`config.mk`:
```
export PLATFORM = sky130hd
export DESIGN_NAME = ps2_scan_display_flat
export DESIGN_NICKNAME = d
export VERILOG_FILES = /design/src/rtl/ps2_scan_display_if.sv /design/src/rtl/ps2_scan_display.sv /design/src/flat_wrapper.sv
export SDC_FILE = /design/constraint.sdc
export NUM_CORES = 1
export LEC_CHECK = 0
export CORE_AREA = 2 2 143 145
export DETAILED_ROUTE_END_ITERATION = 7
export DIE_AREA = 0 0 145 147
export DONT_BUFFER_PORTS = 1
export PLACE_DENSITY = 0.35
export SLEW_MARGIN = 20
export SYNTH_ARGS = -nofsm -noshare
export SYNTH_HDL_FRONTEND = slang
export SYNTH_SLANG_ARGS = --single-unit
```
`constraint.sdc`:
```
create_clock -name clk -period 6.65 [get_ports clk]
set_input_delay 0.9975 -clock clk [delete_from_list [all_inputs] [get_ports clk]]
set_output_delay 0.9975 -clock clk [all_outputs]
set_load 0.05 [all_outputs]
```
`src/rtl/ps2_scan_display_if.sv`:
```
// ps2_scan_display_if: pin-side and display-side signals of the PS/2 scan display.
// Ports: ps2_clk/data (raw pins into the receiver), key_valid/key_code/key_break/key_ext
//        (decoded key event), frame_err (error pulse), segs (7 bits per digit, {g..a}).
// slave modport = receiver side, master modport = pin driver / display consumer side.
interface ps2_scan_display_if #(
    parameter int NUM_DIGITS = 4
);
    logic                    ps2_clk;
    logic                    data;
    logic                    key_valid;
    logic [7:0]              key_code;
    logic                    key_break;
    logic                    key_ext;
    logic                    frame_err;
    logic [7*NUM_DIGITS-1:0] segs;

    modport slave (
        input  ps2_clk,
        input  data,
        output key_valid,
        output key_code,
        output key_break,
        output key_ext,
        output frame_err,
        output segs
    );

    modport master (
        output ps2_clk,
        output data,
        input  key_valid,
        input  key_code,
        input  key_break,
        input  key_ext,
        input  frame_err,
        input  segs
    );
endinterface

```
`src/rtl/ps2_scan_display.sv`:
```
// ps2_scan_display: PS/2 keyboard receiver, E0/F0 prefix decoder and hex history display.
// Ports: clk, rst (sync, active-high); ps2_if (slave modport) carries the raw PS/2 pins in
//        and key_valid/key_code/key_break/key_ext/frame_err/segs out.
// Option: define PS2_PARITY_CHECK_EN to reject frames with a bad odd-parity bit.
module ps2_scan_display #(
    parameter int NUM_DIGITS     = 4,
    parameter int TIMEOUT_CYCLES = 50000,
    parameter int SYNC_STAGES    = 2,
    parameter int SEG_ACTIVE_LOW = 1
) (
    input  logic                clk,
    input  logic                rst,
    ps2_scan_display_if.slave   ps2_if
);

    localparam int NSLOT = NUM_DIGITS / 2;
    localparam int WD_W  = (TIMEOUT_CYCLES > 2) ? $clog2(TIMEOUT_CYCLES) : 1;
    localparam logic [WD_W-1:0] WD_LAST = WD_W'(TIMEOUT_CYCLES - 1);
    // XOR mask applied to every digit; also the value of an unlit digit.
    localparam logic [6:0] SEG_INV = (SEG_ACTIVE_LOW != 0) ? 7'h7F : 7'h00;

    typedef enum logic [1:0] {
        S_IDLE,
        S_DATA,
        S_PARITY,
        S_STOP
    } state_t;

    // ------------------------------------------------------------------
    // Synchronisers and falling-edge detect
    // ------------------------------------------------------------------
    logic [SYNC_STAGES-1:0] clk_sync_q;
    logic [SYNC_STAGES-1:0] dat_sync_q;
    logic                   clk_prev_q;
    logic                   ps2c_s;
    logic                   bit_s;
    logic                   fall;

    // Synchronisers reset to 1 (bus idle level) so reset release never looks like a fall.
    always_ff @(posedge clk) begin
        if (rst) begin
            clk_sync_q <= '1;
            dat_sync_q <= '1;
            clk_prev_q <= 1'b1;
        end else begin
            clk_sync_q <= {clk_sync_q[SYNC_STAGES-2:0], ps2_if.ps2_clk};
            dat_sync_q <= {dat_sync_q[SYNC_STAGES-2:0], ps2_if.data};
            clk_prev_q <= ps2c_s;
        end
    end

    assign ps2c_s = clk_sync_q[SYNC_STAGES-1];
    assign bit_s  = dat_sync_q[SYNC_STAGES-1];
    assign fall   = clk_prev_q & ~ps2c_s;

    // ------------------------------------------------------------------
    // Frame FSM
    // ------------------------------------------------------------------
    state_t          state_q, state_d;
    logic [2:0]      cnt_q;
    logic [7:0]      shift_q;
    logic [WD_W-1:0] wd_q;
    logic            timeout;
    logic            frame_good;
    logic            byte_stb_d, byte_stb_q;
    logic            frame_err_d, frame_err_q;
`ifdef PS2_PARITY_CHECK_EN
    logic            par_q;
`endif

    // A fall in the same cycle restarts the watchdog, so it wins over a timeout.
    assign timeout = (state_q != S_IDLE) && !fall && (wd_q == WD_LAST);

`ifdef PS2_PARITY_CHECK_EN
    assign frame_good = bit_s && ((^shift_q) ^ par_q);
`else
    assign frame_good = bit_s;
`endif

    always_ff @(posedge clk) begin
        if (rst) begin
            state_q <= S_IDLE;
        end else begin
            state_q <= state_d;
        end
    end

    always_comb begin
        state_d = state_q;
        if (timeout) begin
            state_d = S_IDLE;
        end else if (fall) begin
            case (state_q)
                S_IDLE:   if (!bit_s) state_d = S_DATA;
                S_DATA:   if (cnt_q == 3'd7) state_d = S_PARITY;
                S_PARITY: state_d = S_STOP;
                S_STOP:   state_d = S_IDLE;
                default:  state_d = S_IDLE;
            endcase
        end
    end

    always_comb begin
        byte_stb_d  = 1'b0;
        frame_err_d = 1'b0;
        if (timeout) begin
            frame_err_d = 1'b1;
        end else if (fall && (state_q == S_STOP)) begin
            byte_stb_d  = frame_good;
            frame_err_d = !frame_good;
        end
    end

    always_ff @(posedge clk) begin
        if (rst) begin
            cnt_q       <= 3'd0;
            shift_q     <= 8'h00;
            wd_q        <= '0;
            byte_stb_q  <= 1'b0;
            frame_err_q <= 1'b0;
`ifdef PS2_PARITY_CHECK_EN
            par_q       <= 1'b0;
`endif
        end else begin
            byte_stb_q  <= byte_stb_d;
            frame_err_q <= frame_err_d;

            if (fall) begin
                wd_q <= '0;
            end else if (state_q != S_IDLE && !timeout) begin
                wd_q <= wd_q + WD_W'(1);
            end

            if (fall) begin
                case (state_q)
                    S_IDLE: cnt_q <= 3'd0;
                    S_DATA: begin
                        shift_q <= {bit_s, shift_q[7:1]};
                        cnt_q   <= cnt_q + 3'd1;
                    end
`ifdef PS2_PARITY_CHECK_EN
                    S_PARITY: par_q <= bit_s;
`endif
                    default: ;
                endcase
            end
        end
    end

    // ------------------------------------------------------------------
    // Prefix decode and key event outputs
    // shift_q is stable while byte_stb_q is high (no fall can follow the stop bit that fast).
    // ------------------------------------------------------------------
    logic       ext_pend_q, brk_pend_q;
    logic       key_valid_q, key_break_q, key_ext_q;
    logic [7:0] key_code_q;
    logic       is_prefix;
    logic       make_evt;

    assign is_prefix = (shift_q == 8'hE0) || (shift_q == 8'hF0);
    assign make_evt  = byte_stb_q && !is_prefix && !brk_pend_q;

    always_ff @(posedge clk) begin
        if (rst) begin
            ext_pend_q  <= 1'b0;
            brk_pend_q  <= 1'b0;
            key_valid_q <= 1'b0;
            key_code_q  <= 8'h00;
            key_break_q <= 1'b0;
            key_ext_q   <= 1'b0;
        end else begin
            key_valid_q <= 1'b0;
            if (frame_err_q) begin
                ext_pend_q <= 1'b0;
                brk_pend_q <= 1'b0;
            end else if (byte_stb_q) begin
                if (shift_q == 8'hE0) begin
                    ext_pend_q <= 1'b1;
                end else if (shift_q == 8'hF0) begin
                    brk_pend_q <= 1'b1;
                end else begin
                    key_valid_q <= 1'b1;
                    key_code_q  <= shift_q;
                    key_ext_q   <= ext_pend_q;
                    key_break_q <= brk_pend_q;
                    ext_pend_q  <= 1'b0;
                    brk_pend_q  <= 1'b0;
                end
            end
        end
    end

    // ------------------------------------------------------------------
    // Make-code history: updates on the same edge that raises key_valid.
    // ------------------------------------------------------------------
    logic [7:0]       hist_code_q [NSLOT];
    logic [NSLOT-1:0] hist_vld_q;

    always_ff @(posedge clk) begin
        if (rst) begin
            hist_vld_q <= '0;
            for (int k = 0; k < NSLOT; k++) begin
                hist_code_q[k] <= 8'h00;
            end
        end else if (make_evt) begin
            hist_code_q[0] <= shift_q;
            hist_vld_q[0]  <= 1'b1;
            for (int k = NSLOT - 1; k > 0; k--) begin
                hist_code_q[k] <= hist_code_q[k-1];
                hist_vld_q[k]  <= hist_vld_q[k-1];
            end
        end
    end

    // ------------------------------------------------------------------
    // Seven-segment rendering (registered, one cycle behind the history)
    // ------------------------------------------------------------------
    function automatic logic [6:0] hex7(input logic [3:0] n);
        case (n)
            4'h0: hex7 = 7'h3F;
            4'h1: hex7 = 7'h06;
            4'h2: hex7 = 7'h5B;
            4'h3: hex7 = 7'h4F;
            4'h4: hex7 = 7'h66;
            4'h5: hex7 = 7'h6D;
            4'h6: hex7 = 7'h7D;
            4'h7: hex7 = 7'h07;
            4'h8: hex7 = 7'h7F;
            4'h9: hex7 = 7'h6F;
            4'hA: hex7 = 7'h77;
            4'hB: hex7 = 7'h7C;
            4'hC: hex7 = 7'h39;
            4'hD: hex7 = 7'h5E;
            4'hE: hex7 = 7'h79;
            default: hex7 = 7'h71;
        endcase
    endfunction

    logic [7*NUM_DIGITS-1:0] segs_d, segs_q;

    always_comb begin
        segs_d = {NUM_DIGITS{SEG_INV}};
        for (int k = 0; k < NSLOT; k++) begin
            if (hist_vld_q[k]) begin
                segs_d[14*k +: 7]     = hex7(hist_code_q[k][3:0]) ^ SEG_INV;
                segs_d[14*k + 7 +: 7] = hex7(hist_code_q[k][7:4]) ^ SEG_INV;
            end
        end
    end

    always_ff @(posedge clk) begin
        if (rst) begin
            segs_q <= {NUM_DIGITS{SEG_INV}};
        end else begin
            segs_q <= segs_d;
        end
    end

    assign ps2_if.key_valid = key_valid_q;
    assign ps2_if.key_code  = key_code_q;
    assign ps2_if.key_break = key_break_q;
    assign ps2_if.key_ext   = key_ext_q;
    assign ps2_if.frame_err = frame_err_q;
    assign ps2_if.segs      = segs_q;

endmodule
```
`src/flat_wrapper.sv`:
```
// flat-port wrapper written by rule: the top's interface ports become plain ports
module ps2_scan_display_flat 
#(
    parameter int NUM_DIGITS     = 4,
    parameter int TIMEOUT_CYCLES = 50000,
    parameter int SYNC_STAGES    = 2,
    parameter int SEG_ACTIVE_LOW = 1
)
  (clk, rst, ps2_if_ps2_clk, ps2_if_data, ps2_if_key_valid, ps2_if_key_code, ps2_if_key_break, ps2_if_key_ext, ps2_if_frame_err, ps2_if_segs);
  ps2_scan_display_if #(.NUM_DIGITS(NUM_DIGITS)) ps2_if_i ();
  input  logic clk;
  input  logic rst;
  input wire logic [$bits(ps2_if_i.ps2_clk)-1:0] ps2_if_ps2_clk;
  input wire logic [$bits(ps2_if_i.data)-1:0] ps2_if_data;
  output wire logic [$bits(ps2_if_i.key_valid)-1:0] ps2_if_key_valid;
  output wire logic [$bits(ps2_if_i.key_code)-1:0] ps2_if_key_code;
  output wire logic [$bits(ps2_if_i.key_break)-1:0] ps2_if_key_break;
  output wire logic [$bits(ps2_if_i.key_ext)-1:0] ps2_if_key_ext;
  output wire logic [$bits(ps2_if_i.frame_err)-1:0] ps2_if_frame_err;
  output wire logic [$bits(ps2_if_i.segs)-1:0] ps2_if_segs;
  assign ps2_if_i.ps2_clk = ps2_if_ps2_clk;
  assign ps2_if_i.data = ps2_if_data;
  assign ps2_if_key_valid = ps2_if_i.key_valid;
  assign ps2_if_key_code = ps2_if_i.key_code;
  assign ps2_if_key_break = ps2_if_i.key_break;
  assign ps2_if_key_ext = ps2_if_i.key_ext;
  assign ps2_if_frame_err = ps2_if_i.frame_err;
  assign ps2_if_segs = ps2_if_i.segs;
  ps2_scan_display #(.NUM_DIGITS(NUM_DIGITS), .TIMEOUT_CYCLES(TIMEOUT_CYCLES), .SYNC_STAGES(SYNC_STAGES), .SEG_ACTIVE_LOW(SEG_ACTIVE_LOW)) u_core (.clk(clk), .rst(rst), .ps2_if(ps2_if_i));
endmodule
```
==> impl_metrics.yaml, run 1 <==
status:
  status: "finished, final reports clean"
global_route:
  grt_pass1_wl_mm: 16.0
  grt_max_degree: 50
  overflow: 0
  grt_usage_pct: 9.39
  grt_pass1_vias: 3086
  antenna_found_initial: 0
yosys:
  synth-seq-cells: 95
  syn_area_per_cell_um2: 9.97
  synth_simple_gate_area_share_pct: 21.5
  netlist_instances: 448
  synth_flop_cell: "dfxtp_1"
  synth_top_family_by_area: "simple AND/OR/NAND/NOR gates"
  synth.distinct_cells: 58
  synth_top_area_share_pct: 35.4
  netlist_area_um2: 4470
  synth-xor-area-share_pct: 1.18
  async_flop_share_pct: 0
  synth_mux_area_share_pct: 5.88
  synth_compound_area_share_pct: 12.4
  ys_seq_area_share_pct: 46.2
  synth_top_cell_by_area: "dfxtp_1"
  synth-edff-count: 16
  syn_nets: 484
  yosys_warnings: 0
  synthTopCellsByArea: "dfxtp_1 (35%), edfxtp_1 (11%), ha_1 (9.0%)"
  synth_adder_area_share_pct: 8.97
timing:
  slew_headroom_pct: 43.7
  fin_crit_sh_pct: 33.5
  period_minus_slack_ps: 2230
  hold_viol_final: 0
  maxSlewViolCount: 0
  setup_viol: 0
  finalSetupTns_ps: 0
  worst_pin_slew_ps: 843
  clock_skew_ps: 7.29
  holdWs_ps: 408
  grt_setup_unrepaired: "false"
  fmax_mhz: 449
cts:
  postCtsSetupBuffers: 0
  post_cts_resized: 0
  cts_htree_levels: 3
  ctsHoldBuffers: 0
  numCtsBuffers: 9
  root_buffer: "clkbuf_16"
  path_clk_slew_ps: 70
  clk_path_buf_depth: 2
  insertion_delay_ps: 340
  cts_tree: "yes"
  cts_num_sinks: 95
die:
  rows: 52
  die_w_um: 145
  start_util_pct: 22.5
  pin_count: 44
  die-area_um2: 21300
  design.core.area_um2: 19800
  die_h_um: 147
worst_setup_path:
  path_depth: 4
  reg2reg_from: "u_core.shift_q[2]"
  crit_start: "u_core.shift_q[2]"
  reg2reg_to: "u_core.hist_code_q[0][4]"
  crit_path_end: "u_core.hist_code_q[0][4]"
  rrSetupSlack_ps: 4420
  cp_top_family: "compound AO/OA/AOI/OAI gates"
  cp.buffers_inverters: 1
  critPathRequiredTime_ps: 6700
  cp.arrival_ps: 2280
  max_stage_delay_ps: 710
  reg2reg_depth: 4
  criticalPathCategory: "flop to flop"
  worstPathCellList: "nor4_4, a41o_1, o21bai_1, buf_4"
  slowest_stage: "o21bai_1"
  start_kind: "flop"
  cp_max_fo: 13
  crit_path_end_kind: "flop"
final_layout:
  antenna_cells: 0
  post-route-util_pct: 25.2
  drive_gt1_share_pct: 9.26
  nets: 474
  area_delta_synth_final_pct: 11.9
min_path:
  hold_path.class: "flop to flop"
run:
  drv_cap: 0
power_and_ir_drop:
  ir_worst_vdd_mv: 0.120
  power.leakage_nw: 1.80
  power.density_nw_per_um2: 226
detailed_routing:
  vias: 3178
  first_pass_iters: 4
  drt-initial-drc-count: 224
  post_drt_wl_per_cell_um: 13.7
  vias_per_cell: 4.46
  drc: 0
  wl_mm: 9.75
  ant_nets: 0
place:
  gp_congestion: 0.736
  port_buffers: 0
  place_hpwl_mm: 6.76
[final cells by class]
class / count / area (um^2)
clock inverters: 6 / 52.6
multi-input cells: 310 / 2230
fillers: 2096 / 14800
inverters: 21 / 78.8
flip-flops and latches: 95 / 2060
well taps: 270 / 338
repair buffers: 1 / 7.51
clock buffers: 10 / 229
[layout by cell type, fill, tap and decap left out, types with 3 or more instances in the layout]
cell       count
dfxtp_1       79
nand2_1       41
ha_1          32
nor2_1        28
a21oi_1       22
inv_1         21
edfxtp_1      16
mux2i_1       15
o211ai_1      14
o21ai_0       13
and2_1        13
or2_2         11
nand2b_1      11
nor4_1        11
nor3_1        10
nand3_1        9
clkbuf_16      9
nor2b_1        7
nand4_1        6
a31oi_1        6
a211oi_1       4
mux4_2         4
a221o_1        4
or3_1          3
xor2_1         3
xnor2_1        3
[through the flow]
step                std cells  instance area [um^2]  power [mW]  setup slack (ps)
global route              713                  4990        1.19              4220
detailed placement        697                  4710       0.645              4400
finish                    713                  4990        1.13              4420
floorplan                 448                  4470       0.639              4210
global placement          697                  4710       0.644              4500
CTS                       713                  4990        1.16              4380
[synth_stat cells (6+ instances only)]
library cell  number
dfxtp_1           79
nand2_1           41
ha_1              32
nor2_1            28
a21oi_1           22
inv_1             21
edfxtp_1          16
mux2i_1           15
o211ai_1          14
and2_1            13
clkbuf_1          13
o21ai_0           13
nand2b_1          11
nor4_1            11
or2_2             11
nor3_1            10
nand3_1            9
nor2b_1            7
a31oi_1            6
nand4_1            6
[kinds of logic after synthesis]
| logic type | count (synthesis) |
|---|---|
| simple gates | 169 |
| compound gates | 82 |
| buf+inv | 43 |
| xor+xnor | 6 |
| flops | 95 |
| mux | 21 |
| fa+ha+maj | 32 |
[power by group]
group | internal (mW) | total [mW] | switching [mW]
Sequential | 0.588 | 0.597 | 0.00839
Combinational | 0.0151 | 0.0347 | 0.0196
Clock | 0.260 | 0.499 | 0.239
[flip-flops by register name, indices dropped and copies added, names as in the netlist, 2 cells and up]
name,cells
u_core.cnt_q,3
u_core.hist_code_q,16
u_core.state_q,2
u_core.ps2_if.key_code,8
u_core.ps2_if.segs,28
u_core.wd_q,16
u_core.clk_sync_q,2
u_core.shift_q,8
u_core.hist_vld_q,2
u_core.dat_sync_q,2
[per-layer routing]
metal  global-route usage (%)  part of all wire (%)
met5                        0                     0
met1                     12.0                    49
met3                     2.48                   3.8
met2                     15.0                    46
met4                     4.01                   1.5
[worst min path at each step]
stage,startpoint,to,slack [ps],depth (start not counted)
5_1_grt,u_core.clk_sync_q[0],u_core.clk_sync_q[1],420,1
2_1_floorplan,u_core.clk_sync_q[0],u_core.clk_sync_q[1],390,1
4_1_cts,u_core.clk_sync_q[0],u_core.clk_sync_q[1],410,1
3_3_place_gp,u_core.clk_sync_q[0],u_core.clk_sync_q[1],390,1
3_5_place_dp,u_core.clk_sync_q[0],u_core.clk_sync_q[1],390,1
6_report,u_core.clk_sync_q[0],u_core.clk_sync_q[1],410,1
Note: power is estimated with default switching activity, not from simulation.
==> run 2, diff against run 1 <==
- PLACE_DENSITY: 0.35 -> 0.36
- clock period: 6.65 -> 1.8 ns (I/O delays scaled with it)
==> impl_metrics.yaml, run 2 (synthesis results as in run 1) <==
place:
  port_buffers: 0
  place_hpwl_mm: 7.28
  gp_congestion: 0.753
global_route:
  antenna_found_initial: 0
  grt_pass1_vias: 3267
  grt_pass1_wl_mm: 17.0
  overflow: 0
  grt_usage_pct: 9.92
  grt_max_degree: 26
timing:
  slew_headroom_pct: 34.6
  hold_viol_final: 0
  fmax_mhz: 572
  maxSlewViolCount: 0
  worst_pin_slew_ps: 978
  period_minus_slack_ps: 1750
  setup_viol: 0
  clock_skew_ps: 3.98
  holdWs_ps: 20.8
  fin_crit_sh_pct: 97.1
detailed_routing:
  drc: 0
  post_drt_wl_per_cell_um: 13.4
  ant_nets: 0
  drt-initial-drc-count: 152
  vias: 3259
  first_pass_iters: 4
  vias_per_cell: 4.34
  wl_mm: 10.1
min_path:
  hold_path.class: "input port to flop"
  holdPathStages: 1
  whs_endpoint: "u_core.clk_sync_q[0]"
  hold_start: "ps2_if_ps2_clk"
die:
  die-area_um2: 21300
  rows: 52
  pin_count: 44
  die_h_um: 147
  die_w_um: 145
  start_util_pct: 22.5
  design.core.area_um2: 19800
worst_setup_path:
  start_kind: "flop"
  rrSetupSlack_ps: 50
  criticalPathCategory: "flop to flop"
  reg2reg_from: "u_core.hist_code_q[0][12]"
  reg2reg_to: "u_core.ps2_if.segs[24]"
  reg2reg_depth: 5
  crit_path_end_kind: "flop"
  critPathRequiredTime_ps: 2030
  cp_max_fo: 5
  cp.arrival_ps: 1980
cts:
  root_buffer: "clkbuf_16"
  numCtsBuffers: 9
  cts_num_sinks: 95
  clk_path_buf_depth: 2
  insertion_delay_ps: 350
  path_clk_slew_ps: 70
  cts_tree: "yes"
  cts_htree_levels: 3
power_and_ir_drop:
  power.leakage_nw: 2.01
  ir_worst_vdd_mv: 0.459
  power.density_nw_per_um2: 802
final_layout:
  drive_gt1_share_pct: 17.3
  final_cell_mix: "dfxtp_1 (78), nand2_1 (41), buf_4 (37)"
  largest_reg_flops: 28
  area_delta_synth_final_pct: 19.2
  nets: 512
  final_common_cell: "dfxtp_1"
  post-route-util_pct: 26.8
  antenna_cells: 0
  nFillCells: 2117
run:
  drv_cap: 0
status:
  status: "finished, final reports clean"
[run 2: cell count changes in the layout (fill, tap and decap cells not counted), sizes merged]
cell         before  now
clkinvlp          2    1
clkbuf           10    9
buf               1   38
inv              24   26
dlygate4sd3       0    1
[run 2: worst max-delay path by stage]
stage                                    startpoint                   endpoint  slack, ps  cells after the start
after floorplan                   u_core.state_q[0]            u_core.wd_q[11]         20                      8
after global placement            u_core.shift_q[1]  u_core.hist_code_q[0][12]         90                      3
after detailed placement          u_core.state_q[1]            u_core.wd_q[15]         30                      6
after CTS                         u_core.state_q[1]            u_core.wd_q[11]         20                      6
after global routing       u_core.hist_code_q[0][8]     u_core.ps2_if.segs[17]        -10                      5
final                     u_core.hist_code_q[0][12]     u_core.ps2_if.segs[24]         50                      5
[run 2: where the power goes]
group | switching (mW) | leakage, nW | internal [mW]
Sequential | 0.0198 | 0.804 | 2.17
Combinational | 0.0961 | 1.07 | 0.0732
Clock | 0.931 | 0.142 | 0.975
[run 2: metrics by stage]
stage	cells	total power [mW]	instance area (um^2)	setup WS, ps	setup TNS, ps
after floorplan	448	2.36	4470	19.2	0
after global placement	733	2.40	5000	90.2	0
after detailed placement	733	2.40	5000	34.8	0
after CTS	750	4.35	5300	22.7	0
after global routing	751	4.47	5320	-11.5	-11.5
final	751	4.27	5320	52.5	0
[run 2: metal layers]
layer | vias to the layer above | wire [um] | global-route usage (%)
li1 | 1653 | - | -
met1 | 1548 | 5020 | 13.1
met2 | 47 | 4590 | 15.9
met3 | 11 | 285 | 1.86
met4 | 0 | 183 | 4.36
met5 | - | 0 | 0
[run 2: cell type report]
class | count | area, um^2 | area share (%)
clock inverter | 7 | 63.8 | 1.20
inverter | 21 | 78.8 | 1.48
clock buffer | 9 | 225 | 4.23
sequential | 95 | 2060 | 38.8
multi-input combinational | 310 | 2250 | 42.2
tap | 270 | 338 | 6.35
timing repair buffer | 39 | 308 | 5.78
[run 2: repair_timing]
action                                  in CTS  in global routing
hold endpoints to repair                    25                  0
hold buffers                                 1                  0
setup buffers                                0                  1
gates resized for setup                      0                  5
endpoints found under the setup margin       0                 23
[run 2: worst max-delay path, stage by stage (launching register included)]
cell	delay (ps)
edfxtp_1	410
inv_1	130
ha_1	330
inv_1	40
mux4_2	440
or2_2	290
